## config.mk

```make
export PLATFORM = sky130hd
export DESIGN_NAME = exe_muldiv_unit_flat
export DESIGN_NICKNAME = d
export VERILOG_FILES = /design/src/rtl/exe_muldiv_unit_if.sv /design/src/rtl/exe_muldiv_unit.sv /design/src/flat_wrapper.sv
export SDC_FILE = /design/constraint.sdc
export NUM_CORES = 2
export LEC_CHECK = 0
export BUFFER_PORTS_ARGS = -buffer_cell sky130_fd_sc_hd__buf_2
export CAP_MARGIN = 20
export CORE_MARGIN = 4
export CORE_UTILIZATION = 41
export CTS_CLUSTER_SIZE = 25
export DETAILED_ROUTE_END_ITERATION = 8
export PLACE_DENSITY = 0.71
export SLEW_MARGIN = 10
export SYNTH_ARGS = -nofsm -noshare
export SYNTH_HDL_FRONTEND = slang
export SYNTH_SLANG_ARGS = --single-unit
```

## constraint.sdc

```tcl
create_clock -name clk -period 3.74 [get_ports clk]
set_input_delay 0.374 -clock clk [delete_from_list [all_inputs] [get_ports clk]]
set_output_delay 0.374 -clock clk [all_outputs]
set_load 0.02 [all_outputs]
```

## src/rtl/exe_muldiv_unit_if.sv

```systemverilog
// Request/result bus of the iterative multiply/divide unit.
// The master side issues operations and consumes results; the slave side is the unit.
interface exe_muldiv_unit_if #(
  parameter int XLEN  = 64,
  parameter int TAG_W = 64
);
  logic             in_valid;
  logic             in_ready;
  logic [XLEN-1:0]  in_a;
  logic [XLEN-1:0]  in_b;
  logic [2:0]       in_fun3;
  logic             in_word;
  logic [TAG_W-1:0] in_tag;
  logic             flush;
  logic             out_valid;
  logic             out_ready;
  logic [XLEN-1:0]  out_data;
  logic [TAG_W-1:0] out_tag;
  logic             busy;

  modport master (
    output in_valid, in_a, in_b, in_fun3, in_word, in_tag, flush, out_ready,
    input  in_ready, out_valid, out_data, out_tag, busy
  );

  modport slave (
    input  in_valid, in_a, in_b, in_fun3, in_word, in_tag, flush, out_ready,
    output in_ready, out_valid, out_data, out_tag, busy
  );
endinterface

```

## src/rtl/exe_muldiv_unit.sv

```systemverilog
// Iterative RV32M/RV64M multiply/divide unit for the execute stage.
// One result bit per cycle: shift-add multiply on magnitudes, restoring division.
// Sign handling is done once up front (magnitudes) and once at the end (negation).
module exe_muldiv_unit #(
  parameter int XLEN  = 64,
  parameter int TAG_W = 64
) (
  input  logic             clk,
  input  logic             reset_n,
  exe_muldiv_unit_if.slave bus
);

  localparam int              CW    = $clog2(XLEN + 1);
  localparam logic [XLEN-1:0] ONES  = {XLEN{1'b1}};
  localparam logic [XLEN-1:0] ZERO  = {XLEN{1'b0}};
  localparam logic [XLEN-1:0] X_MIN = {1'b1, {(XLEN-1){1'b0}}};
  localparam logic [XLEN-1:0] W_MIN = XLEN'($signed(32'h8000_0000));

  typedef enum logic [1:0] {
    IDLE = 2'd0,
    PREP = 2'd1,
    CALC = 2'd2,
    DONE = 2'd3
  } state_t;

  // Extend the low word of v to XLEN, signed or unsigned.
  function automatic logic [XLEN-1:0] ext32(input logic [XLEN-1:0] v, input logic sgn);
    logic [XLEN-1:0] r;
    if (sgn) begin
      r = XLEN'($signed(v[31:0]));
    end else begin
      r = XLEN'(v[31:0]);
    end
    return r;
  endfunction

  state_t            state_r, state_nxt_s;
  logic [XLEN-1:0]   a_r, b_r;
  logic [2:0]        fun3_r;
  logic              word_r;
  logic [TAG_W-1:0]  tag_r;
  logic [CW-1:0]     cnt_r;
  logic              neg_q_r, neg_r_r;   // negate product/quotient, negate remainder
  logic              sp_r;
  logic [XLEN-1:0]   sp_res_r;
  logic [2*XLEN-1:0] mcand_r, prod_r;
  logic [XLEN-1:0]   mplier_r;
  logic [XLEN-1:0]   quo_r, rem_r, dvsr_r;
  logic [XLEN-1:0]   out_data_r;
  logic [TAG_W-1:0]  out_tag_r;

  logic              word_in_s, accept_s;
  logic              a_sgn_s, b_sgn_s, a_neg_s, b_neg_s;
  logic [XLEN-1:0]   a_ext_s, b_ext_s, a_mag_s, b_mag_s;
  logic              div_zero_s, ovf_s, sp_s;
  logic [XLEN-1:0]   sp_res_s;
  logic [XLEN:0]     trial_s, diff_s;
  logic [2*XLEN-1:0] prod_fix_s;
  logic [XLEN-1:0]   quo_fix_s, rem_fix_s, raw_s, res_s;

  // The W variants only exist on a 64-bit datapath.
  assign word_in_s = (XLEN == 64) ? bus.in_word : 1'b0;
  assign accept_s  = bus.in_valid && (state_r == IDLE) && !bus.flush;

  // Operand signedness, W-mode extension and magnitudes from the latched request.
  always_comb begin
    a_sgn_s = 1'b0;
    b_sgn_s = 1'b0;
    if (fun3_r[2]) begin
      a_sgn_s = ~fun3_r[0];
      b_sgn_s = ~fun3_r[0];
    end else if (!word_r) begin
      case (fun3_r[1:0])
        2'b01:   begin a_sgn_s = 1'b1; b_sgn_s = 1'b1; end
        2'b10:   begin a_sgn_s = 1'b1; b_sgn_s = 1'b0; end
        default: begin a_sgn_s = 1'b0; b_sgn_s = 1'b0; end
      endcase
    end else begin
      a_sgn_s = 1'b0;   // MULW: only the low word matters, signs are irrelevant
      b_sgn_s = 1'b0;
    end
    a_ext_s = word_r ? ext32(a_r, a_sgn_s) : a_r;
    b_ext_s = word_r ? ext32(b_r, b_sgn_s) : b_r;
    a_neg_s = a_sgn_s & a_ext_s[XLEN-1];
    b_neg_s = b_sgn_s & b_ext_s[XLEN-1];
    a_mag_s = a_neg_s ? (ZERO - a_ext_s) : a_ext_s;
    b_mag_s = b_neg_s ? (ZERO - b_ext_s) : b_ext_s;
  end

  // Division corner cases that bypass the iteration.
  always_comb begin
    div_zero_s = fun3_r[2] && (b_ext_s == ZERO);
    ovf_s      = fun3_r[2] && !fun3_r[0] && (b_ext_s == ONES) &&
                 (a_ext_s == (word_r ? W_MIN : X_MIN));
    sp_s       = div_zero_s || ovf_s;
    sp_res_s   = ZERO;
    if (div_zero_s) begin
      sp_res_s = fun3_r[1] ? a_ext_s : ONES;
    end else if (ovf_s) begin
      sp_res_s = fun3_r[1] ? ZERO : a_ext_s;
    end else begin
      sp_res_s = ZERO;
    end
  end

  // Restoring-division trial subtraction for the current step.
  always_comb begin
    trial_s = {rem_r, quo_r[XLEN-1]};
    diff_s  = trial_s - {1'b0, dvsr_r};
  end

  // Sign correction and half/quotient/remainder selection for the final cycle.
  always_comb begin
    prod_fix_s = neg_q_r ? ({(2*XLEN){1'b0}} - prod_r) : prod_r;
    quo_fix_s  = neg_q_r ? (ZERO - quo_r) : quo_r;
    rem_fix_s  = neg_r_r ? (ZERO - rem_r) : rem_r;
    raw_s      = ZERO;
    if (sp_r) begin
      raw_s = sp_res_r;
    end else if (fun3_r[2]) begin
      raw_s = fun3_r[1] ? rem_fix_s : quo_fix_s;
    end else if (!word_r && (fun3_r[1:0] != 2'b00)) begin
      raw_s = prod_fix_s[2*XLEN-1:XLEN];
    end else begin
      raw_s = prod_fix_s[XLEN-1:0];
    end
    res_s = word_r ? ext32(raw_s, 1'b1) : raw_s;
  end

  // State register.
  always_ff @(posedge clk or negedge reset_n) begin
    if (!reset_n) begin
      state_r <= IDLE;
    end else begin
      state_r <= state_nxt_s;
    end
  end

  // Next-state logic; flush wins over everything, including accept and out_ready.
  always_comb begin
    state_nxt_s = state_r;
    if (bus.flush) begin
      state_nxt_s = IDLE;
    end else begin
      case (state_r)
        IDLE:    state_nxt_s = bus.in_valid ? PREP : IDLE;
        PREP:    state_nxt_s = CALC;
        CALC:    state_nxt_s = (cnt_r == {CW{1'b0}}) ? DONE : CALC;
        DONE:    state_nxt_s = bus.out_ready ? IDLE : DONE;
        default: state_nxt_s = IDLE;
      endcase
    end
  end

  // Datapath: latch, prepare, iterate, then publish the result on entry to DONE.
  // Special cases load a zero count so they take only the result cycle in CALC.
  always_ff @(posedge clk or negedge reset_n) begin
    if (!reset_n) begin
      a_r        <= ZERO;
      b_r        <= ZERO;
      fun3_r     <= 3'd0;
      word_r     <= 1'b0;
      tag_r      <= {TAG_W{1'b0}};
      cnt_r      <= {CW{1'b0}};
      neg_q_r    <= 1'b0;
      neg_r_r    <= 1'b0;
      sp_r       <= 1'b0;
      sp_res_r   <= ZERO;
      mcand_r    <= {(2*XLEN){1'b0}};
      prod_r     <= {(2*XLEN){1'b0}};
      mplier_r   <= ZERO;
      quo_r      <= ZERO;
      rem_r      <= ZERO;
      dvsr_r     <= ZERO;
      out_data_r <= ZERO;
      out_tag_r  <= {TAG_W{1'b0}};
    end else begin
      case (state_r)
        IDLE: begin
          if (accept_s) begin
            a_r    <= bus.in_a;
            b_r    <= bus.in_b;
            fun3_r <= bus.in_fun3;
            word_r <= word_in_s;
            tag_r  <= bus.in_tag;
          end
        end
        PREP: begin
          neg_q_r  <= a_neg_s ^ b_neg_s;
          neg_r_r  <= a_neg_s;
          sp_r     <= sp_s;
          sp_res_r <= sp_res_s;
          mcand_r  <= {ZERO, a_mag_s};
          mplier_r <= b_mag_s;
          prod_r   <= {(2*XLEN){1'b0}};
          rem_r    <= ZERO;
          // A 32-step divide must see the dividend in the top word.
          quo_r    <= word_r ? (a_mag_s << (XLEN - 32)) : a_mag_s;
          dvsr_r   <= b_mag_s;
          if (sp_s) begin
            cnt_r <= {CW{1'b0}};
          end else begin
            cnt_r <= word_r ? CW'(32) : CW'(XLEN);
          end
        end
        CALC: begin
          if (cnt_r != {CW{1'b0}}) begin
            cnt_r <= cnt_r - CW'(1);
            if (fun3_r[2]) begin
              if (!diff_s[XLEN]) begin
                rem_r <= diff_s[XLEN-1:0];
                quo_r <= {quo_r[XLEN-2:0], 1'b1};
              end else begin
                rem_r <= trial_s[XLEN-1:0];
                quo_r <= {quo_r[XLEN-2:0], 1'b0};
              end
            end else begin
              if (mplier_r[0]) begin
                prod_r <= prod_r + mcand_r;
              end
              mcand_r  <= mcand_r << 1;
              mplier_r <= mplier_r >> 1;
            end
          end else if (!bus.flush) begin
            out_data_r <= res_s;
            out_tag_r  <= tag_r;
          end
        end
        DONE: begin
          out_data_r <= out_data_r;
        end
        default: begin
          cnt_r <= {CW{1'b0}};
        end
      endcase
    end
  end

  assign bus.in_ready  = (state_r == IDLE);
  assign bus.busy      = (state_r != IDLE);
  assign bus.out_valid = (state_r == DONE);
  assign bus.out_data  = out_data_r;
  assign bus.out_tag   = out_tag_r;

endmodule

```

## src/flat_wrapper.sv

```systemverilog
// flat-port wrapper written by rule: the top's interface ports become plain ports
module exe_muldiv_unit_flat 
#(
  parameter int XLEN  = 64,
  parameter int TAG_W = 64
)
  (clk, reset_n, bus_in_valid, bus_in_a, bus_in_b, bus_in_fun3, bus_in_word, bus_in_tag, bus_flush, bus_out_ready, bus_in_ready, bus_out_valid, bus_out_data, bus_out_tag, bus_busy);
  exe_muldiv_unit_if #(.XLEN(XLEN), .TAG_W(TAG_W)) bus_i ();
  input  logic clk;
  input  logic reset_n;
  input wire logic [$bits(bus_i.in_valid)-1:0] bus_in_valid;
  input wire logic [$bits(bus_i.in_a)-1:0] bus_in_a;
  input wire logic [$bits(bus_i.in_b)-1:0] bus_in_b;
  input wire logic [$bits(bus_i.in_fun3)-1:0] bus_in_fun3;
  input wire logic [$bits(bus_i.in_word)-1:0] bus_in_word;
  input wire logic [$bits(bus_i.in_tag)-1:0] bus_in_tag;
  input wire logic [$bits(bus_i.flush)-1:0] bus_flush;
  input wire logic [$bits(bus_i.out_ready)-1:0] bus_out_ready;
  output wire logic [$bits(bus_i.in_ready)-1:0] bus_in_ready;
  output wire logic [$bits(bus_i.out_valid)-1:0] bus_out_valid;
  output wire logic [$bits(bus_i.out_data)-1:0] bus_out_data;
  output wire logic [$bits(bus_i.out_tag)-1:0] bus_out_tag;
  output wire logic [$bits(bus_i.busy)-1:0] bus_busy;
  assign bus_i.in_valid = bus_in_valid;
  assign bus_i.in_a = bus_in_a;
  assign bus_i.in_b = bus_in_b;
  assign bus_i.in_fun3 = bus_in_fun3;
  assign bus_i.in_word = bus_in_word;
  assign bus_i.in_tag = bus_in_tag;
  assign bus_i.flush = bus_flush;
  assign bus_i.out_ready = bus_out_ready;
  assign bus_in_ready = bus_i.in_ready;
  assign bus_out_valid = bus_i.out_valid;
  assign bus_out_data = bus_i.out_data;
  assign bus_out_tag = bus_i.out_tag;
  assign bus_busy = bus_i.busy;
  exe_muldiv_unit #(.XLEN(XLEN), .TAG_W(TAG_W)) u_core (.clk(clk), .reset_n(reset_n), .bus(bus_i));
endmodule
```

# Word-level counts from Yosys, hierarchy flattened
# Index checks and enable logic that the tools add are counted.
# classes
add_sub_neg,8
eq_ne,11
n_mux,53
n_bitwise,6
n_reduce_logical,25
# ops
op,count
$mux W64,25
$mux W128,6
$pmux W128 S2,2
$pmux W64 S2,3
$sub A1 B64 Y64 const A,4
$add A128 B128 Y128,1
$sub A1 B128 Y128 const A,1
$sub A65 B64 Y65,1
$eq A64 B64 Y1,1
$eq A64 B64 Y1 const B,1
$logic_not A64 Y1,1
$mux W63,1
$mux W7,3
$pmux W7 S2,1
$mux W1,9
$reduce_and A3 Y1,3
$pmux W2 S4,1
$logic_and A1 B1 Y1,7
$logic_not A7 Y1,1
$reduce_bool A7 Y1,1
$sub A7 B1 Y7 const B,1
$eq A2 B2 Y1 const B,3
$ne A2 B1 Y1 const B,3
$reduce_bool A2 Y1,3
other kinds (12),20
# totals
ff_bits,912
in_bits,201
elab_cells,122

# Longest topological paths before layout
# logic_depth
ltp_word,12
mapped_depth,17
mapped_depth_nobuf,15

# Worst setup path after synthesis
# OpenSTA, ideal clock, no wires.
# synth_path
kind,register to register
start,register u_core.prod_r[17]
end,"register u_core.out_data_r[61], in the netlist u_core.bus.out_data[61]"
arrival_time_ps,4023
path_slack_ps,-365
path_stages_with_launch,12
n_path_buf,0
cell_sequence,dfrtp_1 or4_4 or4b_4 or4_4 nor4_4 nand2_2 or3_4 o41ai_2 xor2_1 a211oi_1 o221ai_2 a31oi_1
# synth_via
elab_chain_cells,6
# synth_rtl
element,line_no,rtl
"start, declared",exe_muldiv_unit.sv:46,"logic [2*XLEN-1:0] mcand_r, prod_r;"
"start signal, assigned",exe_muldiv_unit.sv:170,prod_r <= {(2*XLEN){1'b0}};
"start signal, assigned",exe_muldiv_unit.sv:195,prod_r <= {(2*XLEN){1'b0}};
"start signal, assigned",exe_muldiv_unit.sv:219,prod_r <= prod_r + mcand_r;
$sub A1 B128 Y128,exe_muldiv_unit.sv:114,prod_fix_s = neg_q_r ? ({(2*XLEN){1'b0}} - prod_r) : prod_r;
$mux W128,exe_muldiv_unit.sv:114,
$mux W64,exe_muldiv_unit.sv:122,end else if (!word_r && (fun3_r[1:0] != 2'b00)) begin
$mux W64,exe_muldiv_unit.sv:120,end else if (fun3_r[2]) begin
$mux W64,exe_muldiv_unit.sv:118,if (sp_r) begin
$mux W64,exe_muldiv_unit.sv:127,"res_s = word_r ? ext32(raw_s, 1'b1) : raw_s;"
"end signal, assigned",exe_muldiv_unit.sv:225,out_data_r <= res_s;
"end signal, assigned",exe_muldiv_unit.sv:230,out_data_r <= out_data_r;
"end, declared",exe_muldiv_unit.sv:49,logic [XLEN-1:0] out_data_r;
# No other way between the ends.
# A chain may end at the register's enable or synchronous reset.

# Worst setup path after layout
# layout_path
start,register u_core.prod_r[18]
end,"register u_core.out_data_r[46], in the netlist u_core.bus.out_data[46]"
# The elaborated chain is that of the path after synthesis.

==> results by group <==
GRT
  • Met1 Track Usage GR: 0.492
  • Met2 usage: 0.597
  • GRT busiest layer: met2
  • Grt ovf: 0
  • Antenna violations before repair: 17
  • Number of global-route vias before repair: 63400
  • GR Util All Layers: 0.387
  • First-pass GRT wire length: 436000 µm
  • Largest net degree at the start of global routing: 121
  • Met3 usage: 0.0740

Timing
  • Tightest Pin Transition: 1.15 ns
  • RSZ-0062 raised after global routing: yes
  • Final setup violation count: 62
  • Max-slew violations: 0
  • Rel. slew slack: 0.232
  • Post-route minimum period: 4.07 ns
  • FMAX: 246 MHz
  • Clock Skews: 0.0904 ns
  • Final setup TNS: -11.38 ns
  • PnR worst setup slack: -0.328 ns
  • Period utilization: 1.09
  • Worst hold margin: 0.0481 ns
  • Final Hold Fails: 0

Synth
  • Top_reg_cell synth: dfrtp_1
  • Post-Synth Adder-Cell Area: 0.0433
  • Top-area cell type share of the netlist area: 0.381
  • EDFF count, synth: 0
  • Mapped Cells: 7131
  • Synth area leaders: dfrtp_1, nand2_1, o21ai_0
  • Most frequent cell after synthesis: nand2_1
  • Multiplexer share of the synthesized area: 0.0525
  • Post-Synth XOR/XNOR Area: 0.0758
  • Netlist cell types: 91
  • Post-synth top cells: nand2_1, dfrtp_1, o21ai_0
  • Avg Inst Size Synth: 8.39 µm²
  • Simple-Gate Fraction of Synth Area: 0.173
  • Ys Warns: 0
  • Fraction of registers with async set/reset: 1.00
  • Compound-Gate Fraction of Synth Area: 0.230
  • Largest family of logic cells by synthesized area: compound AO/OA/AOI/OAI gates
  • Syn Nets: 7538
  • Post-synthesis register bit count: 912
  • Synth area leader: dfrtp_1
  • Mapped cell area: 0.0598 mm²
  • Post-synthesis sequential area ratio: 0.381

Clock tree
  • Total clock sinks: 912
  • Clk buf depth: 3
  • CTS Buf Count: 105
  • CTS tree: yes
  • Clock Latency Late Sink: 0.77 ns
  • CTS clk-pin slew, worst paths: 0.07 ns
  • CTS root buf: clkbuf_16
  • Number of H-tree levels: 3

Final layout
  • Area grow syn2layout: 37.3%
  • Layout cell share with drive strength beyond 1: 0.297
  • Fillcell total: 12800
  • Design area: 0.0822 mm²
  • Largest registers: u_core.mcand_r (128), u_core.prod_r (128)
  • NumNets Final: 9090
  • Finished Core Util: 0.569

Floorplan
  • Boundary pin count: 332
  • Site Rows: 139
  • DIE AREA: 0.152 mm²
  • Die W: 390 µm
  • Core Area: 0.144 mm²
  • Initial Util: 0.414
  • Die Ht: 390 µm

Critical path
  • CP startpoint kind: register
  • Crit Path Class: reg2reg
  • CP required: 4.35 ns
  • Crit path max fanout: 4
  • CP endpoint kind: register
  • Crit path DAT: 4.68 ns

Run status
  • Status: finished, violations left
  • Violated checks: negative setup slack

Power
  • LEAKAGE: 0.0376 µW
  • Power density over the cells: 691 mW/mm²
  • Peak VDD IR: 0.490 mV

Placed design
  • Estimated wirelength of the detail-placed design: 237000 µm
  • PortBufs: 331
  • DP Area: 0.0727 mm²
  • Post-Place Setup Slack: -0.611 ns
  • Routability cong.: 1.06

Run
  • Max-Cap Viols: 0

Route
  • DRC: 0
  • Initial drt markers: 7396
  • Via count: 65100
  • WL per Instance: 28.7 µm
  • Final wirelength: 306000 µm
  • Initial DRT Pass Iterations: 6
  • Routed vias/inst: 6.10
  • ANT nets after route: 0

Hold path
  • Min-delay worst type: in2reg
==> critical path, stage by stage, from the launching register on <==
cell and delay [ns]:
dfrtp_1 0.40, or4_4 0.52, or4b_4 0.51, or4_4 0.59, or2_4 0.29, nor3_4 0.16
buf_6 0.13, nand2_2 0.05, nor4_4 0.20, nor3b_2 0.24, a2111oi_2 0.07, buf_4 0.16
a211oi_1 0.28, a211oi_1 0.10, o22a_1 0.20
==> routing by layer <==
layer,part of all wire,vias to the layer above
met5,0.00021,-
met4,0.086,8
met3,0.083,901
met2,0.44,3428
met1,0.39,32100
li1,-,28700
==> cells in the final DEF, fill, tap and decap left out, types with 125 or more instances in the layout <==
cell type,instances
buf_4,1254
nand2_1,993
dfrtp_1,904
o21ai_0,560
nor2_1,547
a21oi_1,525
buf_2,330
xnor2_1,272
inv_1,234
mux2_2,221
xor2_1,214
dlygate4sd3_1,199
ha_1,184
nor3_1,125
==> kinds of logic after synthesis <==
logic type               count (synthesis)
multiplexers                           286
buffers and inverters                  688
AND/OR/NAND/NOR                       2308
AO/OA/AOI/OAI                         2213
flip-flops                             912
adder cells (fa/ha/maj)                206
XOR/XNOR                               518
==> what timing repair did <==
action                                  in CTS  in global routing
endpoints found under the setup margin     208                273
setup buffers                               42                 46
hold buffers                               199                  0
pin swaps                                  124                202
gates resized for setup                    320                408
cloned                                       4                  4
endpoints found under the hold margin      274                  0
==> area by class of cell <==
class	count	area [µm²]	area share
clock buffers	138	2920	0.0356
well taps	1903	2380	0.0290
clock inverters	55	787	0.00958
diodes	6	15.0	0.000183
inverters	241	915	0.0111
multi-input cells	5533	37500	0.456
repair buffers	1890	14800	0.180
flip-flops and latches	912	22800	0.278
==> worst paths after layout <==
kind / from / cells past startpoint / slack (ns) / end
worst max-delay path: u_core.prod_r[18]$_DFFE_PN0P_ / 14 / -0.33 / u_core.bus.out_data[46]$_DFFE_PN0P_
worst min-delay path: bus_in_fun3[1] / 2 / 0.05 / u_core.fun3_r[1]$_DFFE_PN0P_
worst max register to register: u_core.prod_r[18]$_DFFE_PN0P_ / 14 / -0.33 / u_core.bus.out_data[46]$_DFFE_PN0P_
worst min register to register: u_core.tag_r[49]$_DFFE_PN0P_ / 2 / 0.46 / u_core.bus.out_tag[49]$_DFFE_PN0P_
max in group asynchronous: reset_n / 3 / 2.23 / u_core.quo_r[57]$_DFFE_PN0P_
min in group asynchronous: reset_n / 2 / 0.27 / u_core.bus.out_data[25]$_DFFE_PN0P_
==> metrics by stage <==
stage	total power (µW)	std cells
finish	56800	10700
global route	58800	10700
CTS	54800	10600
detailed placement	41900	10200
global placement	41600	10200
floorplan	27300	7131
==> where the power goes <==
part / total [µW] / internal [µW] / switching (µW)
combinational: 30600 / 12200 / 18400
clock: 11200 / 6400 / 4780
sequential: 15000 / 12500 / 2520
total: 56800 / 31100 / 25700
(Power assumes the default switching activity.)
